### config.mk
export PLATFORM = sky130hd
export DESIGN_NAME = mult_acc_stage
export DESIGN_NICKNAME = d
export VERILOG_FILES = /design/src/rtl/mult_acc_pkg.sv /design/src/rtl/acc_add.sv /design/src/rtl/mult_acc_stage.sv
export SDC_FILE = /design/constraint.sdc
export NUM_CORES = 1
export LEC_CHECK = 0
export BUFFER_PORTS_ARGS = -buffer_cell sky130_fd_sc_hd__buf_2
export CAP_MARGIN = 20
export CORE_ASPECT_RATIO = 1.25
export CORE_MARGIN = 2
export CORE_UTILIZATION = 40
export DETAILED_ROUTE_END_ITERATION = 8
export PLACE_DENSITY = 0.64
export SLEW_MARGIN = 20
export SYNTH_ARGS = -nofsm -noshare
export SYNTH_HDL_FRONTEND = slang
export SYNTH_SLANG_ARGS = --single-unit
export TNS_END_PERCENT = 20
### constraint.sdc
create_clock -name clk -period 3.93 [get_ports clk]
set_clock_uncertainty 0.05 [all_clocks]
set_input_delay 0.393 -clock clk [delete_from_list [all_inputs] [get_ports clk]]
set_output_delay 0.393 -clock clk [all_outputs]
set_load 0.01 [all_outputs]
### src/rtl/mult_acc_pkg.sv
// rtl/mult_acc_pkg.sv - shared types, defaults and width helper for the accumulation stage
package mult_acc_pkg;

    typedef enum logic {
        ACCUM = 1'b0,
        HOLD  = 1'b1
    } acc_state_t;

    localparam int ACC_W_DEF   = 16;
    localparam int N_TERMS_DEF = 4;

    // Term counter must be able to hold the value N_TERMS itself.
    function automatic int cnt_width(input int n_terms);
        return $clog2(n_terms + 1);
    endfunction

endpackage

### src/rtl/acc_add.sv
// rtl/acc_add.sv - accumulator adder with carry-out; saturating when MULT_ACC_SAT_EN is defined
module acc_add
    import mult_acc_pkg::*;
#(
    parameter int ACC_W = ACC_W_DEF
) (
    input  logic [ACC_W-1:0] acc,
    input  logic [7:0]       prod,
    output logic [ACC_W-1:0] sum,
    output logic             carry
);

`ifdef MULT_ACC_SAT_EN
    localparam bit SAT = 1'b1;
`else
    localparam bit SAT = 1'b0;
`endif

    logic [ACC_W:0] full;

    // One extra bit of headroom exposes the carry; a saturated acc re-carries on any nonzero add, so it stays pinned.
    always_comb begin
        full  = {1'b0, acc} + {{(ACC_W - 7){1'b0}}, prod};
        carry = full[ACC_W];
        sum   = (SAT && carry) ? {ACC_W{1'b1}} : full[ACC_W-1:0];
    end

endmodule

### src/rtl/mult_acc_stage.sv
// rtl/mult_acc_stage.sv - frames N_TERMS multiplier products into one sum (option: MULT_ACC_SAT_EN)
module mult_acc_stage
    import mult_acc_pkg::*;
#(
    parameter int  ACC_W   = ACC_W_DEF,
    parameter int  N_TERMS = N_TERMS_DEF,
    localparam int CW      = cnt_width(N_TERMS)
) (
    input  logic             clk,
    input  logic             rst,
    input  logic             in_valid,
    output logic             in_ready,
    input  logic [7:0]       prod,
    input  logic             flush,
    output logic             out_valid,
    input  logic             out_ready,
    output logic [ACC_W-1:0] out_sum,
    output logic [CW-1:0]    out_cnt,
    output logic             out_ovf
);

    localparam logic [CW-1:0] LAST_CNT = CW'(N_TERMS);

    acc_state_t       state;
    logic [ACC_W-1:0] acc_q;
    logic [CW-1:0]    cnt_q;
    logic             ovf_q;

    logic             accept;
    logic             frame_open;
    logic             close;
    logic [ACC_W-1:0] add_base;
    logic [ACC_W-1:0] add_sum;
    logic             add_carry;
    logic [ACC_W-1:0] nxt_acc;
    logic [CW-1:0]    nxt_cnt;
    logic             nxt_ovf;

    assign accept     = in_valid && in_ready;
    assign frame_open = (cnt_q != '0);

    // First term of a frame starts from zero instead of the stale accumulator.
    always_comb begin
        add_base = frame_open ? acc_q : '0;
    end

    acc_add #(
        .ACC_W (ACC_W)
    ) u_acc_add (
        .acc   (add_base),
        .prod  (prod),
        .sum   (add_sum),
        .carry (add_carry)
    );

    // Next-state frame values and the close decision; close is only acted on in ACCUM.
    always_comb begin
        nxt_acc = acc_q;
        nxt_cnt = cnt_q;
        nxt_ovf = ovf_q;
        if (accept) begin
            nxt_acc = add_sum;
            nxt_cnt = cnt_q + CW'(1);
            nxt_ovf = (frame_open && ovf_q) || add_carry;
        end
        close = (accept && (nxt_cnt == LAST_CNT)) || (flush && (nxt_cnt != '0));
    end

    // Frame FSM: accumulate in ACCUM, present the result in HOLD until it is taken.
    always_ff @(posedge clk) begin
        if (rst) begin
            state     <= ACCUM;
            in_ready  <= 1'b1;
            out_valid <= 1'b0;
            out_sum   <= '0;
            out_cnt   <= '0;
            out_ovf   <= 1'b0;
            acc_q     <= '0;
            cnt_q     <= '0;
            ovf_q     <= 1'b0;
        end else begin
            case (state)
                ACCUM: begin
                    if (accept) begin
                        acc_q <= nxt_acc;
                        cnt_q <= nxt_cnt;
                        ovf_q <= nxt_ovf;
                    end
                    if (close) begin
                        out_sum   <= nxt_acc;
                        out_cnt   <= nxt_cnt;
                        out_ovf   <= nxt_ovf;
                        out_valid <= 1'b1;
                        in_ready  <= 1'b0;
                        cnt_q     <= '0;
                        state     <= HOLD;
                    end
                end
                HOLD: begin
                    if (out_ready) begin
                        out_valid <= 1'b0;
                        in_ready  <= 1'b1;
                        state     <= ACCUM;
                    end
                end
                default: begin
                    state     <= ACCUM;
                    in_ready  <= 1'b1;
                    out_valid <= 1'b0;
                end
            endcase
        end
    end

endmodule

# Yosys cells after proc, flatten, opt, wreduce, memory -nomap -nowiden
# Cells that the tools add are included.
# op_classes
bitwise	1
eq_ne	3
add_sub_neg	2
reduce_logical	13
muxes	15
# ops
cell	count
2-to-1 mux 16 bit	2
adder 16 x 8 -> 17 bit	1
2-to-1 mux 3 bit	3
AND reduction 2 bit	4
2-to-1 mux 1 bit	7
case mux 1 bit (2 select lines)	3
nonzero test 3 bit	2
logical AND 1 bit	4
inequality test 2 bit, second input constant	2
adder 3 x 1 -> 3 bit, second input constant	1
equality test 3 bit, second input constant	1
logical OR 1 bit	2
nonzero test 2 bit	1
NOT 1 bit	1
# word_totals
inputBits	13
ff_bits	43

# Longest topological paths before layout
# Gate-level depths: netlist of the first run.
# depth
depth_word	7
ltp_mapped	13
ltp_nobuf	11

# Modules after synthesis
# Synthesis of the first run repeated with hierarchy kept, for this count alone.
# hier_totals
cells_unflattened	341
hier_area_um2	2772.7
# modules_own_cells
module	area_each_um2	seq_area_each_um2	instances	cells_per_inst
mult_acc_stage	2178.3	860.8	1	257
acc_add	594.3	0.0	1	84

# Worst setup path before layout of the first run
# OpenSTA, ideal clock, no wires.
# synth_path
path_type	register -> register
from	register cnt_q[0]
to	register out_sum[10]
setup_time_ns	0.091
path_stages_with_launch	14
period_less_slack_ns	3.157
t_arrival_ns	3.016
slack_ns	0.773
path_cell_list	dfxtp_1 -> inv_1 -> ha_1 -> nor2b_1 -> buf_2 -> clkbuf_1 -> nor2b_1 -> ha_1 -> fa_1 -> a211oi_1 -> o21ai_2 -> o21ai_2 -> o311ai_0 -> a311oi_1
# synth_between
elab_chain_len	6
elab_cells_between_ends	12
cone_classes	add/sub: 2; eq/ne: 1; mux: 3; reduce/logical: 6
# synth_rtl
element	line_no	source
start, declared	mult_acc_stage.sv:26	logic [CW-1:0] cnt_q;
start signal, assigned	mult_acc_stage.sv:86	cnt_q <= nxt_cnt;
branches (longest 6 deep; another with adder 16 x 8 -> 17 bit)	n/a	
end signal, assigned	mult_acc_stage.sv:90	out_sum <= nxt_acc;
end, declared	mult_acc_stage.sv:17	output logic [ACC_W-1:0] out_sum,
# Several ways; the timed one is not identified.
# A chain may end at the register's enable or synchronous reset.

# Worst setup path in the final report of the first run
# Same ends and word-level chain as after synthesis.

==> metrics.cfg, run 1 <==
[flow_run]
cap_violations=0

[power]
irDropWorstVdd_v=0.0001679
p_leak_nw=1.046
power-per-cell-area_nw_per_um2=430.8

[status]
status=finished, final reports clean

[clocking]
cts_hold_buf=0
cts_tree=built
cts.path.max_buffers=2
clk_latency_ns=0.29
cts-root-buf=clkbuf_8
tritoncts_num_sinks=43
cts_buffers=5
cts_resized=0
path_clk_slew_ns=0.08
postCtsSetupBuffers=0
h-tree-depth=2

[detailed_routing]
num_vias=2266
drtIter0Drc=120
antenna_left=0
avgRoutedWirePerCell_um=13.92
routed_wl_mm=5.737
routed_via_density=5.500
drc=0
dr.pass1.iters=4

[global_routing]
grt_max_degree=46
grt_pass1_vias=2073
overflow=0
grt_use_total_pct=17.97
antenna_found_initial=0
grt_pass1_wl_mm=9.804

[synthesis]
yosysWarnings=0
synth_edf_count=0
synth_flop_cell=dfxtp_1
syn-instance-count=302
avgSynthCellArea_um2=8.195
synthArstFlopShare_pct=0
yosysSeqAreaShare_pct=34.78
ys_ff_latch=43
syn-cell-area_um2=2475
syn_nets=326
ys_types=55

[sta]
holdWs_ns=0.3071
final.min_clock_period_ns=3.210
maxSlewViolCount=0
fin_setup_tns_ns=0
finalHoldViolCount=0
timing.final.crit_share_pct=81.67
final-setup-viol-count=0
relSlewSlack_pct=46.21
rsz0062_at_grt=no
tightest_slew_ns=0.8068
fmax_ghz=0.3116
finalWorstSetupSlack_ns=0.7204

[worst_hold_path]
min_path_cells=3
hold_path.class=in2reg

[floorplan]
chipHeight_um=91.95
die_w_um=74.36
start_util_pct=40.67
rows=32
core_um2=6086
io_pins=35
die_area_um2=6837

[placed_design]
io_buffers=34
dp_hpwl_mm=3.985
dpl.cell_count=405
pre_cts_ws_ns=0.6945
placed_area_um2=2694
place_congestion=0.8166

[setup_path]
cp-start-kind=register
crit_buf_inv=1
end_kind=register
slowest_delay_ns=0.43
ff2ff_path_depth=11
cp.required_ns=4.07
crit_slowest_cell=fa_1
crit_family=compound AO/OA/AOI/OAI gates
cp_max_fo=7
path_class=reg2reg
worstPathArrival_ns=3.35
crit_chain=inv_1 -> ha_1 -> nor2b_1 -> nor2b_1 -> ha_1 -> fa_1 -> a211oi_1 -> o21ai_2 -> o21ai_2 -> o311ai_0 -> a311oi_1
cp_num_cells=11
reg2reg_slack_ns=0.72

[cells_and_area]
fin_cells=412
design_area_um2=2796
antenna_cells=0
mostFrequentLayoutCells=nand2_1, dfxtp_1, nor2_1, buf_2, a21oi_1
layout_commonest_cell=nand2_1
final_layout_size_suffix_gt1_share_pct=17.43
area_growth_pct=12.99
nNetsFinal=351

[tightest hold or removal path: stages]
cell     delay (ns)
buf_2          0.09
a21oi_1        0.07
o21ai_0        0.06
[Yosys cell counts, types with 2 or more instances]
master | n | share of area, %
nand2_1 | 44 | 6.7
dfxtp_1 | 43 | 35
nor2_1 | 34 | 5.2
a21oi_1 | 17 | 3.4
clkbuf_1 | 14 | 2.1
a311oi_1 | 13 | 4.6
ha_1 | 10 | 5.1
nor2b_1 | 10 | 2.5
o21ai_0 | 10 | 2.0
a211oi_1 | 8 | 2.4
o211ai_1 | 8 | 2.4
nand3_1 | 7 | 1.4
xnor2_1 | 7 | 2.5
inv_1 | 6 | 0.91
a31oi_1 | 5 | 1.3
a21o_1 | 4 | 1.2
buf_2 | 3 | 0.61
mux2i_1 | 3 | 1.2
nand2b_1 | 3 | 0.76
nand4_1 | 3 | 0.76
nand4b_1 | 3 | 1.1
nor3_1 | 3 | 0.61
o21ai_2 | 3 | 1.1
or4_1 | 3 | 0.91
xor2_1 | 3 | 1.1
buf_4 | 2 | 0.61
nand3b_1 | 2 | 0.61
o21a_1 | 2 | 0.61
o31ai_1 | 2 | 0.61
or3_1 | 2 | 0.51
[report_power, final]
| group | internal (mW) | switching [mW] | total, mW |
|---|---|---|---|
| logic | 0.130 | 0.216 | 0.346 |
| registers | 0.490 | 0.0345 | 0.524 |
| clock network | 0.186 | 0.148 | 0.334 |
| total | 0.807 | 0.398 | 1.20 |
[metrics by stage]
step	power (mW)	util, %
after global placement	0.8771	44.26
after detailed placement	0.8827	44.26
final	1.205	45.95
after global routing	1.284	45.95
after CTS	1.218	45.95
after floorplan	0.7827	-
[final timing paths]
kind | from | end
hold / removal | out_ready | in_ready$_SDFFE_PP1P_
hold reg to reg | acc_q[4]$_SDFFE_PP0P_ | acc_q[4]$_SDFFE_PP0P_
setup / recovery | cnt_q[0]$_SDFFE_PP0P_ | out_sum[10]$_SDFFE_PP0P_
setup reg to reg | cnt_q[0]$_SDFFE_PP0P_ | out_sum[10]$_SDFFE_PP0P_
[logic make-up after synthesis]
| logic type | Yosys count | synth area share, % |
|---|---|---|
| flops | 43 | 34.78 |
| compound gates | 85 | 25.13 |
| mux | 4 | 1.668 |
| fa+ha+maj | 11 | 5.865 |
| simple gates | 123 | 24.57 |
| buf+inv | 26 | 4.448 |
| xor+xnor | 10 | 3.539 |
[cell type report]
cell class | count | area [um^2]
fillers | 648 | 3289
multi-input cells | 233 | 1504
flip-flops and latches | 43 | 860.8
repair buffers | 38 | 200.2
well taps | 85 | 106.4
clock buffers | 6 | 72.57
clock inverters | 1 | 30.03
inverters | 6 | 22.52
[sequential cells by signal, summed over array words and instances, names as in the netlist]
name	cells
cnt_q	3
out_sum	16
ovf_q	1
in_ready	1
out_ovf	1
state	1
acc_q	16
out_cnt	3
out_valid	1
[metal layers]
metal,global-route usage (%),routed length (um),up-vias
li1,-,-,1148
met1,23.75,2730,1069
met2,29.69,2767,42
met3,3.626,169,7
met4,4.464,70,0
met5,0,0,-
Note: power is estimated with default switching activity, not from simulation.
==> run 2: changes to the inputs <==
Clock period 3.93 ns to 3 ns, I/O delays scaled along.
==> run 2 against run 1 <==
Compared with the run above: sequential power grew 30%; count of clock-buffer cells in the layout is 1 lower; combinational power rose by 36%; via count is 0.18% lower; non-clock buffer count rose by 3; hold slack lost 0.097 ns; critical path type unchanged; global-route usage decreased by 0.20 points; critical path depth stayed put; highest routed layer unchanged; die area stayed put; largest cell class unchanged; cell count rose by 0.97%.
==> metrics.cfg, run 2 (synthesis results as in run 1) <==
[sta]
timing.final.crit_share_pct=92.52
fmax_ghz=0.3603
maxSlewViolCount=0
final.min_clock_period_ns=2.776
fin_setup_tns_ns=0
finalHoldViolCount=0
tightest_slew_ns=0.8268
rsz0062_at_grt=no
relSlewSlack_pct=44.88
final-setup-viol-count=0

[detailed_routing]
num_vias=2262
dr.pass1.iters=4
avgRoutedWirePerCell_um=13.81
routed_via_density=5.438
drtIter0Drc=158
drc=0
routed_wl_mm=5.743
antenna_left=0

[setup_path]
slowest_delay_ns=0.39
cpMostUsedCell=ha_1
crit_family=compound AO/OA/AOI/OAI gates
end_kind=register
crit_chain=inv_1 -> ha_1 -> nor2b_2 -> buf_4 -> nor2b_1 -> ha_1 -> a211oi_2 -> nor3_4 -> o211ai_1 -> mux2_2 -> a211oi_1
crit_buf_inv=2
crit_slowest_cell=dfxtp_1
cp-start-kind=register
worstPathArrival_ns=2.94
cp.required_ns=3.17
cp_max_fo=7
path_class=reg2reg

[power]
pwr-share-comb_pct=29.0
power-per-cell-area_nw_per_um2=571.1
switchingPower_mw=0.5500
clkPwrFrac_pct=28.9
p_leak_nw=1.069
pwr-share-seq_pct=42.0
sw_frac_of_total_pct=33.93
irDropWorstVdd_v=0.0002853
p_int_mw=1.071

[placed_design]
placed_area_um2=2719
place_congestion=0.8431
dp_hpwl_mm=3.909
io_buffers=34

[global_routing]
grt_pass1_vias=2034
overflow=0
grt_max_degree=46
antenna_found_initial=0
grt_pass1_wl_mm=9.597
grt_use_total_pct=17.77

[clocking]
path_clk_slew_ns=0.09
cts.path.max_buffers=2
cts-root-buf=clkbuf_8
cts_buffers=5
postCtsSetupBuffers=0
cts_tree=built
tritoncts_num_sinks=43
clk_latency_ns=0.30
h-tree-depth=2
cts_hold_buf=0

[floorplan]
start_util_pct=40.67
chipHeight_um=91.95
rows=32
die_area_um2=6837
die_w_um=74.36
core_um2=6086
io_pins=35

[cells_and_area]
final_core_util_pct=46.65
layout_commonest_cell=nand2_1
regArea_um2=860.8
design_area_um2=2839
reg_top3=acc_q x16, out_sum x16
nNetsFinal=354
final_layout_size_suffix_gt1_share_pct=19.03
multiInputGateArea_um2=1514
fill_cells=622
antenna_cells=0
area_growth_pct=14.71
mostFrequentLayoutCells=nand2_1, dfxtp_1, nor2_1, buf_2, a21oi_1

[flow_run]
cap_violations=0

[status]
status=finished, final reports clean

[worst_hold_path]
hold_path.class=in2reg

run 2: changes by cell type in the layout (fill, tap and decap cells not counted):
cell / previous run / this run
nor2b_1: 10 / 9
nor2b_2: 0 / 1
clkbuf_1: 1 / 0
clkinv_4: 0 / 1
buf_4: 4 / 7
clkinv_2: 0 / 1
o21ai_4: 0 / 1
o21ai_2: 3 / 2
run 2: metal layers:
layer,wire [um],up-vias,GRT usage [%]
li1,-,1153,-
met4,95,0,6.250
met3,242,6,2.967
met5,0,-,0
met2,2724,40,29.09
met1,2681,1063,23.24
run 2: what timing repair did:
| action | in CTS | in global routing |
|---|---|---|
| setup endpoints to repair | 0 | 1 |
| resized for setup | 0 | 1 |
| endpoints found under the hold margin | 0 | 0 |
run 2: path summary, 6_finish.rpt:
kind | start | endpoint | slack (ns) | cells past startpoint
max | cnt_q[1]$_SDFFE_PP0P_ | out_sum[13]$_SDFFE_PP0P_ | 0.22 | 11
min | out_ready | in_ready$_SDFFE_PP1P_ | 0.21 | 3
max reg2reg | cnt_q[1]$_SDFFE_PP0P_ | out_sum[13]$_SDFFE_PP0P_ | 0.22 | 11
min reg2reg | acc_q[3]$_SDFFE_PP0P_ | acc_q[3]$_SDFFE_PP0P_ | 0.43 | 2
run 2: final cells by class:
class | count | share of cell area (%)
clock buffer | 5 | 2.424
clock inverter | 3 | 1.543
inverter | 6 | 0.7933
multi-input combinational | 233 | 53.33
sequential | 43 | 30.32
tap | 85 | 3.746
timing repair buffer | 41 | 7.845
run 2: worst register-to-register path, stage by stage (launching register included):
cell and delay (ns):
dfxtp_1 0.39, inv_1 0.07, ha_1 0.17, nor2b_2 0.16, buf_4 0.16, nor2b_1 0.19, ha_1 0.29, a211oi_2 0.35
nor3_4 0.09, o211ai_1 0.19, mux2_2 0.37, a211oi_1 0.21
run 2: power groups by stage:
stage | sequential [mW] | clock (mW) | combinational [mW]
floorplan | 0.716 | 0 | 0.313
global placement | 0.695 | 0 | 0.468
detailed placement | 0.696 | 0 | 0.473
CTS | 0.683 | 0.482 | 0.475
global route | 0.692 | 0.497 | 0.528
finish | 0.681 | 0.469 | 0.471
run 2: stage by stage:
| stage | hold slack (ns) | std cells | total power [mW] | setup slack (ns) |
|---|---|---|---|---|
| 2_1_floorplan | 0.3950 | 302 | 1.029 | 0.05910 |
| 3_3_place_gp | 0.3972 | 408 | 1.163 | 0.3000 |
| 3_5_place_dp | 0.4074 | 408 | 1.169 | 0.2333 |
| 4_1_cts | 0.2033 | 416 | 1.639 | 0.1972 |
| 5_1_grt | 0.2179 | 416 | 1.717 | 0.03081 |
| 6_report | 0.2105 | 416 | 1.621 | 0.2245 |
==> run 3: changes to the inputs <==
Settings changed: CELL_PAD_IN_SITES_DETAIL_PLACEMENT from default to 1, CELL_PAD_IN_SITES_GLOBAL_PLACEMENT from default to 2, CORE_UTILIZATION 40 to 34, PLACE_DENSITY 0.64 to 0.84, SYNTH_HIERARCHICAL from default to 1.
==> run 3 against run 2 <==
Compared with the run above: non-clock buffer count increased by 25; cell count rose by 17%; clock power grew 16%; critical path type unchanged; hold slack better by 0.037 ns; first-iteration DRC count shrank 28%.
==> metrics.cfg, run 3 <==
[status]
status=finished, final reports clean

[clocking]
cts.path.max_buffers=2
cts-root-buf=clkbuf_8
cts_tree=built
cts_buffers=5
path_clk_slew_ns=0.08
h-tree-depth=2
clk_latency_ns=0.30
cts_hold_buf=0
tritoncts_num_sinks=43

[power]
irDropWorstVdd_v=0.0003017
p_int_mw=1.147
clkPwrFrac_pct=32.7
pwr-share-comb_pct=28.5
pwr-share-seq_pct=38.9
sw_frac_of_total_pct=30.90
p_leak_nw=1.450
power-per-cell-area_nw_per_um2=480.1
p_total_mw=1.660
switchingPower_mw=0.5128

[synthesis]
yosys.area.top_type=dfxtp_1
synth_flop_cell=dfxtp_1
ys_ff_latch=43
synthArstFlopShare_pct=0
syn_nets=365
synth_edf_count=0
post-synth-top-count-cell=nand2_1
synth_top_cell_area_share_pct=31.05
ys_types=49
syn-instance-count=341
syn-cell-area_um2=2773
synth_commonest_cells=nand2_1, dfxtp_1, a21oi_1, nand3_1
synthTopCellsByArea=dfxtp_1, mux2_4, nand2_1
yosysSeqAreaShare_pct=31.05
yosysWarnings=6
avgSynthCellArea_um2=8.131

[global_routing]
grt_max_degree=27
overflow=0
grt_use_total_pct=18.11
grt_pass1_wl_mm=13.23
grt_pass1_vias=2662
antenna_found_initial=0

[cells_and_area]
fill_cells=973
layout_commonest_cell=nand2_1
final_layout_size_suffix_gt1_share_pct=30.61
antenna_cells=0
design_area_um2=3457
fin_cells=487
area_growth_pct=24.68
mostFrequentLayoutCells=nand2_1, dfxtp_1, a21oi_1, buf_2, buf_4
nNetsFinal=415
final_core_util_pct=44.11
reg_top3=acc_q x16, out_sum x16

[detailed_routing]
drc=0
drtIter0Drc=113
avgRoutedWirePerCell_um=16.05
routed_wl_mm=7.816
num_vias=2563
antenna_left=0
routed_via_density=5.263
dr.pass1.iters=4

[sta]
finalHoldViolCount=0
finalWorstSetupSlack_ns=0.1158
tightest_slew_ns=0.6266
final.min_clock_period_ns=2.884
holdWs_ns=0.2471
rsz0062_at_grt=yes
fin_setup_tns_ns=0
relSlewSlack_pct=58.23
timing.final.crit_share_pct=96.14
final-setup-viol-count=0
maxSlewViolCount=0
fmax_ghz=0.3467

[placed_design]
io_buffers=34
pre_cts_ws_ns=-0.01867
dp_hpwl_mm=5.538
place_congestion=0.7577
placed_area_um2=3166
dpl.cell_count=475

[floorplan]
rows=36
chipHeight_um=105.0
core_um2=7838
die_area_um2=8898
io_pins=35
start_util_pct=35.38
die_w_um=84.77

[setup_path]
cp_max_fo=7
cp-start-kind=register
cp.required_ns=3.20
worstPathArrival_ns=3.08
end_kind=register
path_class=reg2reg

[worst_hold_path]
hold_path.class=in2reg

[flow_run]
cap_violations=0

==> run 3: final timing paths <==
check             slack [ns]                 endpoint              startpoint  cells past startpoint
setup reg to reg        0.12  out_sum[7]$_SDFFE_PP0P_   cnt_q[0]$_SDFFE_PP0P_                     14
hold / removal          0.25         state$_SDFF_PP0_               out_ready                      3
setup / recovery        0.12  out_sum[7]$_SDFFE_PP0P_   cnt_q[0]$_SDFFE_PP0P_                     14
hold reg to reg         0.42   out_valid$_SDFFE_PP0P_  out_valid$_SDFFE_PP0P_                      2
==> run 3: power by group through the flow <==
stage / clock, mW / sequential [mW] / combinational [mW]
detailed placement: 0 / 0.657 / 0.456
global placement: 0 / 0.654 / 0.444
global route: 0.582 / 0.653 / 0.513
finish: 0.542 / 0.645 / 0.473
CTS: 0.555 / 0.644 / 0.461
floorplan: 0 / 0.657 / 0.303
==> run 3: timing repair <==
action / 4_1_cts / 5_1_grt
gates resized for setup: 1 / 24
gates cloned: 0 / 0
buffers inserted: 0 / 4
pin swaps: 0 / 15
setup endpoints to repair: 2 / 10
==> run 3: routing by layer <==
layer	vias up	share of wire, %	GRT usage (%)
met3	13	2.6	2.449
li1	1289	-	-
met2	40	47	29.75
met4	0	1.6	4.762
met1	1221	49	24.82
met5	-	0	0
==> run 3: logic make-up after synthesis <==
group	Yosys count	synth area share, %
adders and majority gates	11	5.235
muxes	22	11.42
DFF	43	31.05
AOI/OAI and AO/OA	66	14.40
and+or+nand+nor	158	29.11
xor gates and xnor gates	14	4.422
buffers and inverters	27	4.377
==> run 3: area by class of cell <==
class | instances | area [um^2] | share of cell area (%)
timing repair buffer | 66 | 414.1 | 11.98
inverter | 4 | 15.01 | 0.4343
multi-input combinational | 271 | 1913 | 55.34
clock buffer | 6 | 72.57 | 2.099
sequential | 43 | 863.3 | 24.97
clock inverter | 2 | 60.06 | 1.737
tap | 95 | 118.9 | 3.438
==> run 3: critical path: stages, from the launching register on <==
cell and delay [ns]:
dfxtp_2 0.34, inv_2 0.04, ha_1 0.18, nand2b_1 0.12
buf_6 0.13, and2_4 0.15, ha_4 0.20, buf_4 0.13
a21o_2 0.22, buf_4 0.13, o41ai_1 0.39, xnor2_1 0.20
nand3_1 0.10, a21oi_1 0.24, mux2_4 0.19
